## src/rtl/and_gate.sv

```systemverilog
// and_gate: two-input AND with a registered copy of the result, sticky
// coverage flags for each {b,a} input combination, and a saturating
// count of clock edges on which the AND output was high.
module and_gate #(
  parameter int CNT_W = 8
) (
  input  logic             clk,
  input  logic             rst_n,
  input  logic             a,
  input  logic             b,
  output logic             c,
  output logic             c_q,
  output logic [3:0]       combo_seen,
  output logic             all_seen,
  output logic [CNT_W-1:0] high_count
);

  logic             c_reg_q;
  logic             c_reg_d;
  logic [3:0]       combo_q;
  logic [3:0]       combo_d;
  logic [CNT_W-1:0] count_q;
  logic [CNT_W-1:0] count_d;
  logic [1:0]       combo_idx;

  // The AND itself: purely combinational, independent of clk and rst_n.
  assign c = a & b;

  assign combo_idx = {b, a};

  // Next-state logic: capture c, mark the current combination, bump the
  // counter when c is high unless it already sits at its all-ones ceiling.
  always_comb begin
    c_reg_d = c;
    combo_d = combo_q | (4'b0001 << combo_idx);
    count_d = count_q;
    if (c && (count_q != {CNT_W{1'b1}})) begin
      count_d = count_q + {{(CNT_W-1){1'b0}}, 1'b1};
    end
  end

  // State registers; asynchronous reset clears everything at once.
  always_ff @(posedge clk or negedge rst_n) begin
    if (!rst_n) begin
      c_reg_q <= 1'b0;
      combo_q <= 4'b0000;
      count_q <= '0;
    end else begin
      c_reg_q <= c_reg_d;
      combo_q <= combo_d;
      count_q <= count_d;
    end
  end

  // all_seen falls out of the cleared flags during reset with no extra gating.
  assign c_q        = c_reg_q;
  assign combo_seen = combo_q;
  assign all_seen   = &combo_q;
  assign high_count = count_q;

endmodule

```

## config.mk

```make
export PLATFORM = sky130hd
export DESIGN_NAME = and_gate
export DESIGN_NICKNAME = d
export VERILOG_FILES = /design/src/rtl/and_gate.sv
export SDC_FILE = /design/constraint.sdc
export NUM_CORES = 1
export LEC_CHECK = 0
export BUFFER_PORTS_ARGS = -buffer_cell sky130_fd_sc_hd__buf_2
export CORE_AREA = 2 2 39 41
export CTS_CLUSTER_DIAMETER = 150
export DETAILED_ROUTE_END_ITERATION = 12
export DIE_AREA = 0 0 41 43
export GPL_TIMING_DRIVEN = 0
export HOLD_SLACK_MARGIN = 0.15
export PLACE_DENSITY = 0.7
export SLEW_MARGIN = 5
export SYNTH_ARGS = -nofsm -noshare
export SYNTH_HDL_FRONTEND = slang
export SYNTH_SLANG_ARGS = --single-unit
export TNS_END_PERCENT = 100
```

## constraint.sdc

```tcl
create_clock -name clk -period 2.5 [get_ports clk]
set_clock_uncertainty 0.1 [all_clocks]
set_input_delay 0.25 -clock clk [delete_from_list [all_inputs] [get_ports clk]]
set_output_delay 0.25 -clock clk [all_outputs]
set_load 0.02 [all_outputs]
```

# After elaboration in Yosys (flattened, before gate mapping)
# Cells that the tools add are included.
[op_classes]
add_sub_neg = 1
n_eq_ne = 1
n_shift = 1
bitwise_logic = 2
n_reduce_logical = 2
[ops]
columns = ["operator", "n"]
rows = [
  ["$add A8 B1 Y8 const B", 1],
  ["$ne A8 B8 Y1 const B", 1],
  ["$or A4 B4 Y4", 1],
  ["$reduce_and A4 Y1", 1],
  ["$shl A1 B2 Y4 const A", 1],
  ["$and A1 B1 Y1", 1],
  ["$logic_and A1 B1 Y1", 1],
]
[totals]
regBits = 13
input_bits = 4
output_inout_bits = 15

# Logic depth before layout (Yosys ltp)
# Gate-level depths: netlist of the first run.
[logic_depth]
ltp_word = 2
depth_mapped = 4

# Least setup slack after synthesis of the first run
# Ideal clock, no wire load.
[synth_path]
kind = "register to register"
from = "reg count_q[0] (netlist: high_count[0])"
to = "reg count_q[1] (netlist: high_count[1])"
t_arrival_ps = 1370
required_ps = 2272
path_slack_ps = 902
path_stages_with_launch = 5
path_buffers = 0
synth_period_minus_slack_ps = 1598
path_cell_list = "dfrtp_1 ha_1 nand3_1 o21ai_2 mux2_1"
[synth_via]
elab_chain_cells = 2
word_cells_on_any_way = 3
classes_between = "add/sub (1); eq/ne (1); reduce/logical (1)"
[synth_lines]
columns = ["item", "line", "text"]
rows = [
  ["start, declared", "22", "logic [CNT_W-1:0] count_q;"],
  ["start signal, assigned", "51", "count_q <= count_d;"],
  ["parallel branches: the longest is 2 deep, another holds $add A8 B1 Y8", "n/a", ""],
]
# Several ways; the timed one is not identified.
# A chain may end at the register's enable or synchronous reset.

# Worst setup path in the final report of the first run
[layout_path]
from = "in a"
to = "out c"
[layout_via]
elab_chain_cells = 1
[layout_lines]
columns = ["item", "line", "text"]
rows = [
  ["start, declared", "9", "input logic a,"],
  ["$and A1 B1 Y1", "27", "assign c = a & b;"],
  ["end, declared", "11", "output logic c,"],
]
# Every way passes these cells.

==> results by stage, run 1 <==
Status:
- The flow ran to the end, and the final reports show no timing, DRC or antenna violations.

Final layout:
- The ratio of cells with drive above 1 in the final layout is 0.375.
- The number of antenna cells inserted is 0.
- The area growth from synthesis to layout is 30.6%.
- The final layout net count is 78.

Drt:
- After detailed routing, the number of remaining DRC violations is 0.
- For this block, the initial DRC count from the detailed router was 1.
- The post-detailed-routing wire length is 1070 um.
- The final routed wire length divided by cell count is 12.2 um.
- The number of antenna-violating nets in the routed design is 0.
- The first detailed-routing pass ran for 4 iterations.
- The vias after detailed routing is 439.
- In the routed layout, each cell is associated on average with a via count of 4.99.

STA:
- For this run, the top clock speed supported by timing is 601 MHz.
- The count of final setup violators is 0.
- The relative slew slack is 0.817.
- Setup repair after global routing left no endpoint under its margin.
- The final count of hold timing violations is 0.
- After routing, the total negative slack on setup checks comes to 0 ns.
- The number of max-slew violations in the final report is 0.
- Dividing the final minimum period by the clock period gives 0.666.
- The final critical-path required period is 1.66 ns.
- After layout, the worst setup slack is 0.835 ns.
- For the pin with the worst max-slew slack, the measured transition is 0.275 ns.

Yosys:
- The Yosys step of the flow raised 0 warnings.
- The most frequently used flop master after synthesis is sky130_fd_sc_hd__dfrtp_1.
- The number of nets in the synthesized netlist is 51.
- After synthesis, the largest family of logic cells by area is simple AND/OR/NAND/NOR gates.
- The cell count after synthesis came out at 46.
- The post-synthesis mux area share is 0.0195.
- The synthesized design contains 13 register bits.
- The post-synthesis cell area is 577 sq um.
- The most common cell in the netlist is sky130_fd_sc_hd__dfrtp_1.
- The post-synthesis compound-gate area fraction is 0.145.
- Of the total synthesized cell area, the portion taken by AND, OR, NAND and NOR gates is 0.161.
- The fraction of registers with async set/reset is 1.00.
- The commonest cells after synthesis are sky130_fd_sc_hd__dfrtp_1, sky130_fd_sc_hd__xnor2_1, sky130_fd_sc_hd__o21bai_1.
- Ranked by total cell area, the synthesized netlist is headed by sky130_fd_sc_hd__dfrtp_1, sky130_fd_sc_hd__xnor2_1, sky130_fd_sc_hd__o21bai_1.
- After synthesis, the netlist uses 23 different library cells.
- The area share of fa/ha/maj cells after synthesis is 0.0217.
- The synthesized area divided by synthesized cell count is 12.5 sq um.
- The sequential cell area fraction in the yosys report is 0.564.
- The top cell type by total area after synthesis is sky130_fd_sc_hd__dfrtp_1.
- The synthesized-area fraction occupied by xor and xnor cells is 0.0759.
- Of the post-synthesis cell area, the dominant cell type holds 0.564.
- In this run, synthesis inferred 0 flip-flops with an integrated enable.

Placement:
- The count of input and output buffers is 18.
- OpenSTA, run right after detailed placement, puts the worst setup slack at 0.947 ns.
- The HPWL reported at the end of detailed placement is 783 um.
- The final weighted congestion in routability-driven placement is 0.738.

Floorplanning:
- The top-level I/O count is 19.
- The effective utilization at floorplan is 0.417.
- The site row count is 14.
- The die width is 41 um.
- The die boundary height is 43 um.
- The full die area is 1760 sq um.
- The core region is 1380 sq um.

CTS:
- For the worst-skew pair, the clock arrives at the later sink with an insertion delay of 0.27 ns.
- CTS placed an instance of sky130_fd_sc_hd__clkbuf_4 at the clock tree root.
- The number of sinks handled by clock tree synthesis is 13.
- No sink is reached through more buffers than the 2 on the longest clock path.
- In this run the number of H-tree levels came out at 1.
- The clock transition at the registers of the reported paths is 0.08 ns.
- TritonCTS built the clock tree.
- The number of clock buffers inserted by TritonCTS is 3.
- The post-CTS resize count is 0.

Critical path:
- The number of cells on the worst reg-to-reg path is 4.
- Walking the worst path, the cells encountered are dlygate4sd3_1 -> buf_2 -> and2_2 -> buf_2.
- In this run the worst path has a maximum fanout of 5.
- Among the stages of the critical path, the cell type that occurs most often is sky130_fd_sc_hd__buf_2.
- The start point of the critical path is a.
- In this run the critical register-to-register path is launched from high_count[0]$_DFFE_PN0P_.
- The signal arrival time at the worst endpoint is 1.31 ns.
- The worst setup path is of the in -> out kind.
- The worst setup path is captured at an output port.
- In this design, the stage delay of the slowest critical-path cell is 0.53 ns.
- Data on the critical path is required at its endpoint by 2.15 ns.
- STA classifies the critical path startpoint as an input pin.
- For this design, the slowest cell found on the critical path is sky130_fd_sc_hd__dlygate4sd3_1.

GRT:
- The pin count of the biggest net entering global routing is 14.
- In the global route stage, overall resource usage came out at 0.148.
- The initial antenna violation count is 0.
- The number of global-route vias before repair is 403.
- The total overflow reported by the global router is 0.
- The global-route wire length before repair is 1670 um.

Pwr:
- The fraction of power consumed by the clock network is 0.196.
- The design draws 0.665 mW.
- The worst IR drop on VDD is 0.000458 V.
- Cell internal power was estimated by the tool at 0.404 mW.
- Of the total power, the share spent switching nets is 0.393.
- The static leakage is 0.337 nW.
- In this run the power spent charging and discharging nets is 0.261 mW.
- The sequential share of power is 0.493.
- The part of the total power dissipated in combinational logic is 0.311.
- Power spread over the standard cell area amounts to 883 nW/um^2.

Worst hold path:
- The worst hold path belongs to the class in -> async.

Job:
- The count of max-cap constraint violations is 0.
flip-flops by register name (all words and copies together) (netlist names):
signal,count
c_q,1
high_count,8
combo_seen,4
power by group through the flow:
stage,Combinational [mW],Clock [mW],Sequential (mW)
after floorplan,0.0729,0,0.386
after global placement,0.202,0,0.332
after detailed placement,0.205,0,0.332
after CTS,0.210,0.133,0.329
after global routing,0.226,0.145,0.340
final,0.207,0.130,0.328
through the flow:
| stage | hold WS (ns) | cells | utilization | area (sq um) |
|---|---|---|---|---|
| after floorplan | -0.146 | 46 | - | 577 |
| after global placement | 0.0449 | 80 | 0.496 | 687 |
| after detailed placement | 0.0437 | 80 | 0.496 | 687 |
| after CTS | 0.278 | 88 | 0.544 | 753 |
| after global routing | 0.318 | 88 | 0.544 | 753 |
| final | 0.280 | 88 | 0.544 | 753 |
area by class of cell:
| class | count | area, sq um |
|---|---|---|
| inverter | 2 | 7.51 |
| clock buffer | 4 | 26.3 |
| tap | 16 | 20.0 |
| fill | 114 | 631 |
| timing repair buffer | 22 | 130 |
| sequential | 13 | 325 |
| multi-input combinational | 31 | 244 |
kinds of logic (layout without fill, tap and decap cells):
| family | Yosys count | after routing |
|---|---|---|
| adder cells (fa/ha/maj) | 1 | 1 |
| buffers and inverters | 2 | 28 |
| AND/OR/NAND/NOR | 13 | 13 |
| XOR/XNOR | 5 | 5 |
| AO/OA/AOI/OAI | 11 | 11 |
| multiplexers | 1 | 1 |
| flip-flops | 13 | 13 |
per-layer routing:
metal / wire (um) / global-route usage
met2: 528 / 0.197
met3: 37 / 0.0314
met4: 35 / 0.140
met1: 472 / 0.187
met5: 0 / 0
worst paths after layout:
check,end,slack [ns]
setup reg to reg,high_count[1]$_DFFE_PN0P_,0.93
setup / recovery,c,0.84
max in group asynchronous,combo_seen[1]$_DFF_PN0_,1.81
hold reg to reg,combo_seen[2]$_DFF_PN0_,0.38
hold / removal,high_count[7]$_DFFE_PN0P_,0.28
min in group clk,combo_seen[2]$_DFF_PN0_,0.38
what timing repair did:
action	CTS	global route
hold buffers	4	0
endpoints found under the hold margin	16	0
buffers inserted	0	0
critical path, delay by kind of cell:
kind | cells | cell delay [ns]
buf+inv | 3 | 0.84
simple gates | 1 | 0.22
cells in the final DEF (no fill, tap or decap), types with 2 or more instances in the layout:
master                          synthesis  final
sky130_fd_sc_hd__nand3_1                2      2
sky130_fd_sc_hd__dlygate4sd3_1          0      4
sky130_fd_sc_hd__and4_1                 2      2
sky130_fd_sc_hd__nand4_1                2      2
sky130_fd_sc_hd__xnor2_1                4      4
sky130_fd_sc_hd__o21bai_1               3      3
sky130_fd_sc_hd__clkbuf_4               0      3
sky130_fd_sc_hd__buf_2                  0     18
sky130_fd_sc_hd__o211ai_1               2      2
sky130_fd_sc_hd__dfrtp_1               13     13
sky130_fd_sc_hd__a21oi_1                2      2
sky130_fd_sc_hd__inv_1                  2      2
No activity file was read; power rests on OpenSTA's default activity.
==> run 2, diff against run 1 <==
==> constraint.sdc (replaced) <==
create_clock -name clk -period 1.6 [get_ports clk]
set_clock_uncertainty 0.1 [all_clocks]
set_input_delay 0.16 -clock clk [delete_from_list [all_inputs] [get_ports clk]]
set_output_delay 0.16 -clock clk [all_outputs]
set_load 0.02 [all_outputs]
==> run 2 against run 1 <==
Net effect: first-iteration DRC count decreased by 100%; register-to-register slack got worse by 0.82 ns; hold slack got worse by 0.089 ns; total power up 58%; critical path type is now reg -> reg; largest cell class unchanged; highest routed layer unchanged.
==> results by stage, run 2 (synthesis gave the netlist of run 1 again) <==
Status:
- The run finished with clean final reports.

STA:
- The final critical-path required period is 1.49 ns.
- The setup total negative slack is 0 ns.
- In this run the tightest slew margin relative to its limit is 0.817.
- Setup repair after global routing left no endpoint under its margin.
- Setup violations remaining at the end of the flow were counted as 0.
- Of the available clock period, the critical path in the final layout requires 0.929.
- The final count of hold timing violations is 0.
- The slew at the pin with the worst max-slew slack is 0.275 ns.
- Based on the critical path, the design can be clocked at up to 673 MHz.
- The number of max-slew violations in the final report was 0.
- The smallest hold slack is 0.191 ns.

Final layout:
- Measured on the finished design, the core utilization comes to 0.554.
- The number of antenna cells inserted is 0.
- The ratio of cells with drive above 1 in the final layout is 0.411.
- The library cell used most frequently in the layout, excluding fill and tap cells, is sky130_fd_sc_hd__buf_2.
- The final layout net count is 79.
- The layout has 113 filler cells.
- The area growth from synthesis to layout is 33.0%.
- The top cell types in the final layout, fill and taps aside, are sky130_fd_sc_hd__buf_2, sky130_fd_sc_hd__dfrtp_1, sky130_fd_sc_hd__xnor2_1, sky130_fd_sc_hd__dlygate4sd3_1.
- The register with the most flip-flops in the layout has 8 of them.

GRT:
- The pin count of the biggest net entering global routing is 14.
- The first global-routing pass estimated 1670 um of wire.
- The initial antenna violation count is 0.
- The total overflow reported by the global router is 0.
- The number of global-route vias before repair is 403.
- Across every metal layer, demand over resource in global routing totals 0.148.

Critical path:
- The capturing element type of the critical path is a register.
- The worst path required time is 1.66 ns.
- The worst setup path is launched from a register.
- In this run the critical register-to-register path is launched from high_count[0]$_DFFE_PN0P_.
- In this run the register-to-register setup slack is 0.11 ns.
- The path depth of the worst reg2reg path is 4.
- Data on the critical path arrives at its endpoint at 1.55 ns.
- The largest fanout of any net on the critical path is 6.
- The worst setup path is of the reg -> reg kind.
- In this run the critical register-to-register path is captured at high_count[1]$_DFFE_PN0P_.

Placement:
- The final weighted congestion in routability-driven placement is 0.738.
- The count of input and output buffers is 18.
- The wire-length estimate of the detail-placed layout is 783 um.

Drt:
- The routed length on met2 is 525 um.
- The highest metal layer carrying signal wires in the routed design is met4.
- The routed design has 1070 um of wire.
- The routed design uses 34 um of met3 wire.
- The first routing iteration left 0 violations.
- In the routed layout, each cell is associated on average with a via count of 4.89.
- After detailed routing, the wire length on met1 is 473 um.
- The number of antenna-violating nets in the routed design is 0.
- After detailed routing, the average wire length per cell comes to 12.1 um.
- The iteration count of the initial detailed-routing pass is 1.
- The detailed-route DRC error count is 0.
- The routed layout has 435 vias.

CTS:
- TritonCTS built the clock tree.
- The total number of H-tree levels is 1.
- The clock network latency to the later pin of the worst-skew pair is 0.27 ns.
- CTS placed an instance of sky130_fd_sc_hd__clkbuf_4 at the clock tree root.
- The number of clock buffers inserted by TritonCTS is 3.
- The clock transition at the registers of the reported paths is 0.08 ns.
- No sink is reached through more buffers than the 2 on the longest clock path.
- Clock tree synthesis found a total of 13 sinks.

Pwr:
- The worst IR drop on VDD is 0.000726 V.
- The analysis attributes to cell leakage a power of 0.340 nW.
- In this run the power density over the cells is 1370 nW/um^2.

Floorplanning:
- The site row count is 14.
- For this design the top-level I/O count stands at 19.
- The die boundary height is 43 um.
- The core box area is 1380 sq um.
- For this configuration, the core starts out at a cell density of 0.417.
- The full die area is 1760 sq um.
- The die is 41 um wide.

Worst hold path:
- In this run the worst hold path is classified as in -> async.

Job:
- The count of max-cap constraint violations is 0.
run 2: final cells by class:
type | instances | area (sq um) | share of cell area
flip-flops and latches | 13 | 327 | 0.426
inverters | 2 | 7.51 | 0.00979
repair buffers | 23 | 138 | 0.179
multi-input cells | 31 | 249 | 0.325
clock buffers | 4 | 26.3 | 0.0343
well taps | 16 | 20.0 | 0.0261
run 2: power by group:
group	switching, mW	leakage [nW]	internal (mW)	total (mW)
clock	0.105	0.0150	0.0966	0.202
combinational	0.197	0.177	0.132	0.329
sequential	0.110	0.148	0.408	0.517
total	0.411	0.340	0.637	1.05
run 2: how the worst max path moves through the flow:
stage	start	cells after the start	to	slack, ns
global route	high_count[0]$_DFFE_PN0P_	4	high_count[1]$_DFFE_PN0P_	0.05
finish	high_count[0]$_DFFE_PN0P_	4	high_count[1]$_DFFE_PN0P_	0.11
floorplan	high_count[0]$_DFFE_PN0P_	4	high_count[1]$_DFFE_PN0P_	0.002
CTS	high_count[0]$_DFFE_PN0P_	4	high_count[1]$_DFFE_PN0P_	0.03
detailed placement	high_count[0]$_DFFE_PN0P_	4	high_count[1]$_DFFE_PN0P_	0.05
global placement	high_count[0]$_DFFE_PN0P_	4	high_count[1]$_DFFE_PN0P_	0.04
run 2: what timing repair did:
item                                    CTS  global route
buffers inserted                          0             1
hold buffers                              4             0
endpoints found under the setup margin    0             1
resized for setup                         0             2
endpoints found under the hold margin    17             0
run 2: metrics by stage:
stage	instance area, sq um	power, mW	cells	worst slack [ns]
floorplan	577	0.717	46	0.00195
global placement	687	0.834	80	0.0423
detailed placement	687	0.839	80	0.0473
CTS	753	1.05	88	0.0298
global route	767	1.12	89	0.0479
finish	767	1.05	89	0.114
run 2: worst max-delay path, cell delays in order (launching register included):
cell and delay, ns:
sky130_fd_sc_hd__dfrtp_2 0.41, sky130_fd_sc_hd__ha_1 0.22, sky130_fd_sc_hd__nand3_2 0.13, sky130_fd_sc_hd__o21ai_2 0.19, sky130_fd_sc_hd__mux2_1 0.33
run 2: routing by layer:
layer  up-vias  global-route usage
li1        225                   -
met1       198               0.187
met2         8               0.197
met3         4              0.0314
met4         0               0.140
met5         -                   0
